===== config.mk =====
export PLATFORM = sky130hd
export DESIGN_NAME = pattern_framer_tx_flat
export DESIGN_NICKNAME = d
export VERILOG_FILES = /design/src/rtl/pattern_pkg.sv /design/src/rtl/pattern_framer_tx_if.sv /design/src/rtl/pattern_framer_tx_piso.sv /design/src/rtl/pattern_framer_tx.sv /design/src/flat_wrapper.sv
export SDC_FILE = /design/constraint.sdc
export NUM_CORES = 1
export LEC_CHECK = 0
export ABC_AREA = 0
export CAP_MARGIN = 5
export CELL_PAD_IN_SITES_DETAIL_PLACEMENT = 1
export CELL_PAD_IN_SITES_GLOBAL_PLACEMENT = 2
export CORE_MARGIN = 3
export CORE_UTILIZATION = 33
export DETAILED_ROUTE_END_ITERATION = 10
export PLACE_DENSITY_LB_ADDON = 0.1
export SYNTH_ARGS = -nofsm -noshare
export SYNTH_HDL_FRONTEND = slang
export SYNTH_SLANG_ARGS = --single-unit

===== constraint.sdc =====
create_clock -name clk -period 4.7 [get_ports clk]
set_input_delay 1.175 -clock clk [delete_from_list [all_inputs] [get_ports clk]]
set_output_delay 1.175 -clock clk [all_outputs]
set_load 0.05 [all_outputs]

===== src/rtl/pattern_pkg.sv =====
// Shared definitions for the pattern framer transmitter and its matching detector.
package pattern_pkg;

  typedef enum logic [1:0] {IDLE, SYNC, DATA} tx_state_t;

  localparam int unsigned PATTERN_W = 4;
  localparam logic [PATTERN_W-1:0] DEF_PATTERN = 4'b1010;

  // Bit counter must hold both the sync index (3) and DATA_W-1.
  function automatic int unsigned idx_width(input int unsigned data_w);
    return (data_w > PATTERN_W) ? $clog2(data_w) : $clog2(PATTERN_W);
  endfunction

endpackage


===== src/rtl/pattern_framer_tx_if.sv =====
// Payload valid/ready handshake into the framer.
interface pattern_framer_tx_if #(
  parameter int unsigned DATA_W = 8
) ();
  logic [DATA_W-1:0] in_data;
  logic              in_valid;
  logic              in_ready;

  modport master (output in_data, output in_valid, input  in_ready);
  modport slave  (input  in_data, input  in_valid, output in_ready);
endinterface


===== src/rtl/pattern_framer_tx_piso.sv =====
// Parallel-load, MSB-first shift register feeding the serial line.
module pattern_piso #(
  parameter int unsigned W = 8
) (
  input  logic         clk,
  input  logic         rst_n,
  input  logic         load,
  input  logic         shift,
  input  logic [W-1:0] d,
  output logic         q_msb
);

  logic [W-1:0] r_q;

  always_ff @(posedge clk) begin
    if (!rst_n)     r_q <= '0;
    else if (load)  r_q <= d;
    else if (shift) r_q <= r_q << 1;
  end

  assign q_msb = r_q[W-1];

endmodule


===== src/rtl/pattern_framer_tx.sv =====
// Frames each accepted payload word as PATTERN followed by the word, MSB first,
// on a registered serial line; one-entry holding register decouples the handshake.
module pattern_framer_tx
  import pattern_pkg::*;
#(
  parameter logic [PATTERN_W-1:0] PATTERN  = DEF_PATTERN,
  parameter int unsigned          DATA_W   = 8,
  parameter logic                 IDLE_BIT = 1'b0,
  parameter int unsigned          CNT_W    = 16
) (
  input  logic                    clk,
  input  logic                    rst_n,
  pattern_framer_tx_if.slave      i_in,
  output logic                    bit_stream,
  output logic                    bit_valid,
  output logic                    frame_start,
  output logic                    busy,
  output logic [CNT_W-1:0]        frame_cnt
);

  localparam int unsigned IDX_W = idx_width(DATA_W);

  tx_state_t          r_state, w_state_nxt;
  logic [IDX_W-1:0]   r_bit_idx, w_idx_nxt;
  logic [DATA_W-1:0]  r_hold_data;
  logic               r_hold_full, w_hold_full_nxt;
  logic [CNT_W-1:0]   r_frame_cnt;
  logic               r_bit_stream, r_bit_valid, r_frame_start, r_busy;
  logic               w_accept, w_load, w_shift, w_cnt_inc, w_bit_nxt, w_q_msb;

  assign w_accept        = i_in.in_valid & ~r_hold_full;
  assign w_hold_full_nxt = w_accept ? 1'b1 : (w_load ? 1'b0 : r_hold_full);

  // State register
  always_ff @(posedge clk) begin
    if (!rst_n) begin
      r_state   <= IDLE;
      r_bit_idx <= '0;
    end else begin
      r_state   <= w_state_nxt;
      r_bit_idx <= w_idx_nxt;
    end
  end

  // Next state; line outputs are computed for the next state so they register cleanly.
  // The shift register runs one bit ahead, so q_msb is already the next payload bit.
  always_comb begin
    w_state_nxt = r_state;
    w_idx_nxt   = r_bit_idx;
    w_load      = 1'b0;
    w_shift     = 1'b0;
    w_cnt_inc   = 1'b0;
    w_bit_nxt   = IDLE_BIT;
    case (r_state)
      IDLE: begin
        if (r_hold_full) begin
          w_state_nxt = SYNC;
          w_load      = 1'b1;
          w_idx_nxt   = IDX_W'(PATTERN_W - 1);
        end
      end
      SYNC: begin
        if (r_bit_idx == '0) begin
          w_state_nxt = DATA;
          w_idx_nxt   = IDX_W'(DATA_W - 1);
          w_shift     = 1'b1;
        end else begin
          w_idx_nxt   = r_bit_idx - 1'b1;
        end
      end
      DATA: begin
        if (r_bit_idx == '0) begin
          w_cnt_inc = 1'b1;
          if (r_hold_full) begin
            w_state_nxt = SYNC;
            w_load      = 1'b1;
            w_idx_nxt   = IDX_W'(PATTERN_W - 1);
          end else begin
            w_state_nxt = IDLE;
          end
        end else begin
          w_idx_nxt = r_bit_idx - 1'b1;
          w_shift   = 1'b1;
        end
      end
      default: w_state_nxt = IDLE;
    endcase
    case (w_state_nxt)
      SYNC:    w_bit_nxt = PATTERN[w_idx_nxt[1:0]];
      DATA:    w_bit_nxt = w_q_msb;
      default: w_bit_nxt = IDLE_BIT;
    endcase
  end

  // Holding register, frame counter and registered line outputs
  always_ff @(posedge clk) begin
    if (!rst_n) begin
      r_hold_data   <= '0;
      r_hold_full   <= 1'b0;
      r_frame_cnt   <= '0;
      r_bit_stream  <= IDLE_BIT;
      r_bit_valid   <= 1'b0;
      r_frame_start <= 1'b0;
      r_busy        <= 1'b0;
    end else begin
      if (w_accept) r_hold_data <= i_in.in_data;
      r_hold_full   <= w_hold_full_nxt;
      if (w_cnt_inc) r_frame_cnt <= r_frame_cnt + CNT_W'(1);
      r_bit_stream  <= w_bit_nxt;
      r_bit_valid   <= (w_state_nxt != IDLE);
      r_frame_start <= w_load;
      r_busy        <= (w_state_nxt != IDLE) | w_hold_full_nxt;
    end
  end

  pattern_piso #(.W(DATA_W)) u_piso (
    .clk   (clk),
    .rst_n (rst_n),
    .load  (w_load),
    .shift (w_shift),
    .d     (r_hold_data),
    .q_msb (w_q_msb)
  );

  assign i_in.in_ready = ~r_hold_full;
  assign bit_stream    = r_bit_stream;
  assign bit_valid     = r_bit_valid;
  assign frame_start   = r_frame_start;
  assign busy          = r_busy;
  assign frame_cnt     = r_frame_cnt;

endmodule


===== src/flat_wrapper.sv =====
// flat-port wrapper written by rule: the top's interface ports become plain ports
module pattern_framer_tx_flat import pattern_pkg::*;
#(
  parameter logic [PATTERN_W-1:0] PATTERN  = DEF_PATTERN,
  parameter int unsigned          DATA_W   = 8,
  parameter logic                 IDLE_BIT = 1'b0,
  parameter int unsigned          CNT_W    = 16
)
  (clk, rst_n, bit_stream, bit_valid, frame_start, busy, frame_cnt, i_in_in_data, i_in_in_valid, i_in_in_ready);
  pattern_framer_tx_if #(.DATA_W(DATA_W)) i_in_i ();
  input  logic clk;
  input  logic rst_n;
  output logic bit_stream;
  output logic bit_valid;
  output logic frame_start;
  output logic busy;
  output logic [CNT_W-1:0] frame_cnt;
  input wire logic [$bits(i_in_i.in_data)-1:0] i_in_in_data;
  input wire logic [$bits(i_in_i.in_valid)-1:0] i_in_in_valid;
  output wire logic [$bits(i_in_i.in_ready)-1:0] i_in_in_ready;
  assign i_in_i.in_data = i_in_in_data;
  assign i_in_i.in_valid = i_in_in_valid;
  assign i_in_in_ready = i_in_i.in_ready;
  pattern_framer_tx #(.PATTERN(PATTERN), .DATA_W(DATA_W), .IDLE_BIT(IDLE_BIT), .CNT_W(CNT_W)) u_core (.clk(clk), .rst_n(rst_n), .i_in(i_in_i), .bit_stream(bit_stream), .bit_valid(bit_valid), .frame_start(frame_start), .busy(busy), .frame_cnt(frame_cnt));
endmodule

==> qor.log <==
[run_status] status finished, final reports clean
[worst_setup_path] count of cell instances traversed by the critical path 3
[sta] ratio of final minimum period to clock period 0.656
[drt] number of vias per cell 5.24
[placement] count of buffers inserted at the top-level ports 31
[global_routing] initial antenna violation count 0
[drt] drt first pass iters 4
[worst_setup_path] slowest stage cell, crit path sky130_fd_sc_hd__clkinv_1
[synthesis] Post-synth ARST share 0
[synthesis] Avg Inst Size Synth 8.62 um2
[power_and_ir_drop] maximum vdd drop 221 uV
[synthesis] synthesized area 0.00187 mm2
[clock_tree] number of buffers inserted by post-CTS setup repair 0
[sta] Final Hold Violating Endpoints 0
[power_and_ir_drop] proportion of power drawn by flip-flops and latches 0.496
[power_and_ir_drop] ratio of total power to cell area 351 mW/mm2
[floorplan] Core Region 0.00530 mm2
[power_and_ir_drop] Combinational Power Share 0.202
[power_and_ir_drop] share of power burned in the clock network 0.302
[floorplan] height of the die 81.3 um
[clock_tree] PostCTS Resize Cnt 0
[global_routing] vias in the first global route 1745
[worst_setup_path] Critical Path Sink Type register
[clock_tree] clock edge transition at the registers on the reported setup and hold paths 0.08 ns
[final_layout] fin util 0.436
[synthesis] synth warn 0
[synthesis] number of storage elements in the synthesis netlist 42
[clock_tree] clock net sink count 42
[clock_tree] CTS hold repair buffers 0
[worst_setup_path] Crit path required time 4.88 ns
[sta] f_max 324 MHz
[worst_setup_path] category of the critical setup timing path in2reg
[drt] number of nets with antenna violations after detailed routing 0
[clock_tree] Worst-Skew Late Latency 0.29 ns
[final_layout] net count of the finished layout 260
[final_layout] most frequent cells in the layout 42 x sky130_fd_sc_hd__dfxtp_1, 31 x sky130_fd_sc_hd__clkdlybuf4s50_1, 21 x sky130_fd_sc_hd__nor2_1, 21 x sky130_fd_sc_hd__nand2_1, 15 x sky130_fd_sc_hd__a21oi_1
[drt] wire length after detailed routing 4740 um
[clock_tree] H-tree lvl count 2
[clock_tree] worst-case clock buffer depth 2
[power_and_ir_drop] leakage power figure 0.810 nW
[worst_setup_path] Critical Path End u_core.r_bit_idx[2]
[global_routing] wire length of the first global-routing pass 8160 um
[final_layout] share of final-layout standard cells stronger than drive strength 1 0.0410
[synthesis] sequential fraction of the synthesis area 0.449
[synthesis] Mapped Nets 234
[global_routing] pin count of the biggest net entering global routing 35
[final_layout] antenna cells 0
[sta] Max Slew Vio Count 0
[worst_setup_path] reg-to-reg startpoint u_core.r_bit_idx[0]
[worst_setup_path] number of buffers and inverters on the critical path 2
[synthesis] top-area cell type share of the netlist area 0.449
[final_layout] final-layout fill cell count 636
[hold_path] path class of the lowest-slack min-delay path reg2reg
[sta] relative max-transition margin 0.315
[worst_setup_path] startpoint types input port
[placement] detailed placer's ending HPWL 3310 um
[floorplan] DIE WIDTH 81.3 um
[sta] Final setup viols 0
[worst_setup_path] family with the most delay on the worst path buffers and inverters
[floorplan] number of rows created at floorplan 26
[sta] pin slew with the least headroom to its limit 1.02 ns
[worst_setup_path] cell depth of the worst flop-to-flop path 6
[worst_setup_path] register-to-register setup slack 2.16 ns
[floorplan] starting density of the core 0.353
[worst_setup_path] maximum net fanout on the critical path 34
[sta] Worst Clk Skew 0.00623 ns
[clock_tree] TritonCTS clock tree built
[placement] final weighted congestion of routability-driven global placement 0.780
[worst_setup_path] Worst EP arrival 3.26 ns
[sta] time the worst path needs with I/O delays and setup 3.08 ns
[synthesis] Post-Syn Instances 217
[final_layout] Layout area overhead 23.5%
[synthesis] Synth area leader sky130_fd_sc_hd__dfxtp_1
[floorplan] DIE AREA 0.00661 mm2
[power_and_ir_drop] internal power 0.561 mW
[drt] violation count after the first detailed-routing iteration 44
[power_and_ir_drop] Net Switching 0.249 mW
[synthesis] number of flops mapped to enable cells by yosys 0
[clock_tree] Root Driver sky130_fd_sc_hd__clkbuf_8
[drt] Routed wire per std cell 15.1 um
[synthesis] top area cells in the synthesized netlist sky130_fd_sc_hd__dfxtp_1 45%, sky130_fd_sc_hd__mux2i_1 4.8%, sky130_fd_sc_hd__nand2_1 4.2%, sky130_fd_sc_hd__nor2_1 4.2%, sky130_fd_sc_hd__a21oi_1 4.0%
[clock_tree] total CTS buffers 5
[floorplan] boundary pin count 32
[worst_setup_path] Critical Path Start rst_n
[final_layout] most common library cell in the layout ignoring fill and taps sky130_fd_sc_hd__dfxtp_1
[worst_setup_path] delay of the slowest cell on the worst path 0.90 ns
[worst_setup_path] critical path, cell by cell clkdlybuf4s50_1, clkinv_1, a211oi_1
[synthesis] most instantiated flip-flop cell in the synthesis netlist sky130_fd_sc_hd__dfxtp_1
[synthesis] count of cell types in the netlist 44
[drt] number of remaining DRC errors 0
[power_and_ir_drop] net switching fraction of the power 0.308
[run] max capacitance violation total 0
[global_routing] Overflow after GRT 0
[sta] RSZ-0062 raised after global routing no
[worst_setup_path] worst reg2reg path endpoint u_core.frame_cnt[15]
[drt] total via count after detailed routing 1646
[global_routing] GRT Total Usage 0.157
[sta] setup tns final 0 ns
==> worst min path at each step <==
stage | start | to | slack (ns) | cells past startpoint
floorplan | u_core.r_hold_data[0] | u_core.u_piso.r_q[0] | 0.43 | 2
global placement | u_core.r_hold_data[0] | u_core.u_piso.r_q[0] | 0.45 | 2
detailed placement | u_core.r_hold_data[0] | u_core.u_piso.r_q[0] | 0.47 | 2
CTS | u_core.u_piso.r_q[6] | u_core.u_piso.r_q[6] | 0.48 | 2
global route | u_core.r_hold_data[0] | u_core.u_piso.r_q[0] | 0.50 | 2
finish | u_core.r_hold_data[0] | u_core.u_piso.r_q[0] | 0.48 | 2
==> layout make-up <==
type / instances / area [um2] / area share
multi-input cells: 154 / 942 / 0.408
flip-flops and latches: 42 / 841 / 0.364
repair buffers: 31 / 310 / 0.134
well taps: 70 / 87.6 / 0.0379
clock buffers: 6 / 82.6 / 0.0358
inverters: 9 / 33.8 / 0.0146
clock inverters: 2 / 12.5 / 0.00542
==> Yosys cell counts, types with 2 or more instances <==
| cell type | number |
|---|---|
| sky130_fd_sc_hd__or3_1 | 7 |
| sky130_fd_sc_hd__buf_2 | 4 |
| sky130_fd_sc_hd__nand4_1 | 4 |
| sky130_fd_sc_hd__clkbuf_1 | 7 |
| sky130_fd_sc_hd__and4_1 | 3 |
| sky130_fd_sc_hd__nand2b_1 | 3 |
| sky130_fd_sc_hd__nand2_1 | 21 |
| sky130_fd_sc_hd__and3_1 | 2 |
| sky130_fd_sc_hd__inv_1 | 7 |
| sky130_fd_sc_hd__o21ai_1 | 6 |
| sky130_fd_sc_hd__mux2i_1 | 9 |
| sky130_fd_sc_hd__o221ai_1 | 2 |
| sky130_fd_sc_hd__dfxtp_1 | 42 |
| sky130_fd_sc_hd__a31oi_1 | 6 |
| sky130_fd_sc_hd__ha_1 | 6 |
| sky130_fd_sc_hd__nor2_1 | 21 |
| sky130_fd_sc_hd__nand3_1 | 8 |
| sky130_fd_sc_hd__o21ai_0 | 12 |
| sky130_fd_sc_hd__xor2_1 | 6 |
| sky130_fd_sc_hd__a21oi_1 | 15 |
| sky130_fd_sc_hd__nor2b_1 | 3 |
==> kinds of logic after synthesis <==
logic type / after synthesis / share of synthesized area
flops: 42 / 0.450
fa+ha+maj: 6 / 0.0401
buf+inv: 21 / 0.0468
compound gates: 53 / 0.171
xor+xnor: 7 / 0.0328
mux: 9 / 0.0482
simple gates: 79 / 0.212
==> layer usage <==
| metal | GRT usage | routed length (um) | vias to the layer above |
|---|---|---|---|
| met5 | 0 | 0 | - |
| met4 | 0.0439 | 46 | 0 |
| met3 | 0.0388 | 139 | 4 |
| met2 | 0.270 | 2310 | 28 |
| met1 | 0.194 | 2240 | 799 |
| li1 | - | - | 815 |
==> tightest hold or removal path, delay by kind of cell, from the launching register on <==
kind | cells | cell delay (ns)
AND/OR/NAND/NOR | 1 | 0.06
AO/OA/AOI/OAI | 1 | 0.05
flip-flops | 1 | 0.33
==> registers in the layout, summed over array words and instances (netlist names), 2 cells and up, named ones only <==
register / cells
u_core.r_bit_idx: 2
u_core.u_piso.r_q: 8
u_core.r_state: 2
u_core.frame_cnt: 16
u_core.r_hold_data: 8
==> power by group through the flow <==
stage          Clock, mW  Sequential, mW  Combinational [mW]
2_1_floorplan          0           0.418               0.106
3_5_place_dp           0           0.410               0.164
3_3_place_gp           0           0.409               0.159
4_1_cts            0.255           0.402               0.165
6_report           0.245           0.402               0.164
5_1_grt            0.271           0.406               0.182
==> per-stage QoR <==
stage | hold slack (ns) | instance area (um2) | instances | power, mW | setup WS [ns]
6_report | 0.477 | 2310 | 314 | 0.811 | 1.62
5_1_grt | 0.499 | 2310 | 314 | 0.859 | 1.45
4_1_cts | 0.482 | 2310 | 314 | 0.822 | 1.60
3_5_place_dp | 0.467 | 2210 | 306 | 0.574 | 1.31
3_3_place_gp | 0.446 | 2210 | 306 | 0.568 | 1.50
2_1_floorplan | 0.431 | 1870 | 217 | 0.525 | 2.66
Power figures use the tool's default switching activity.
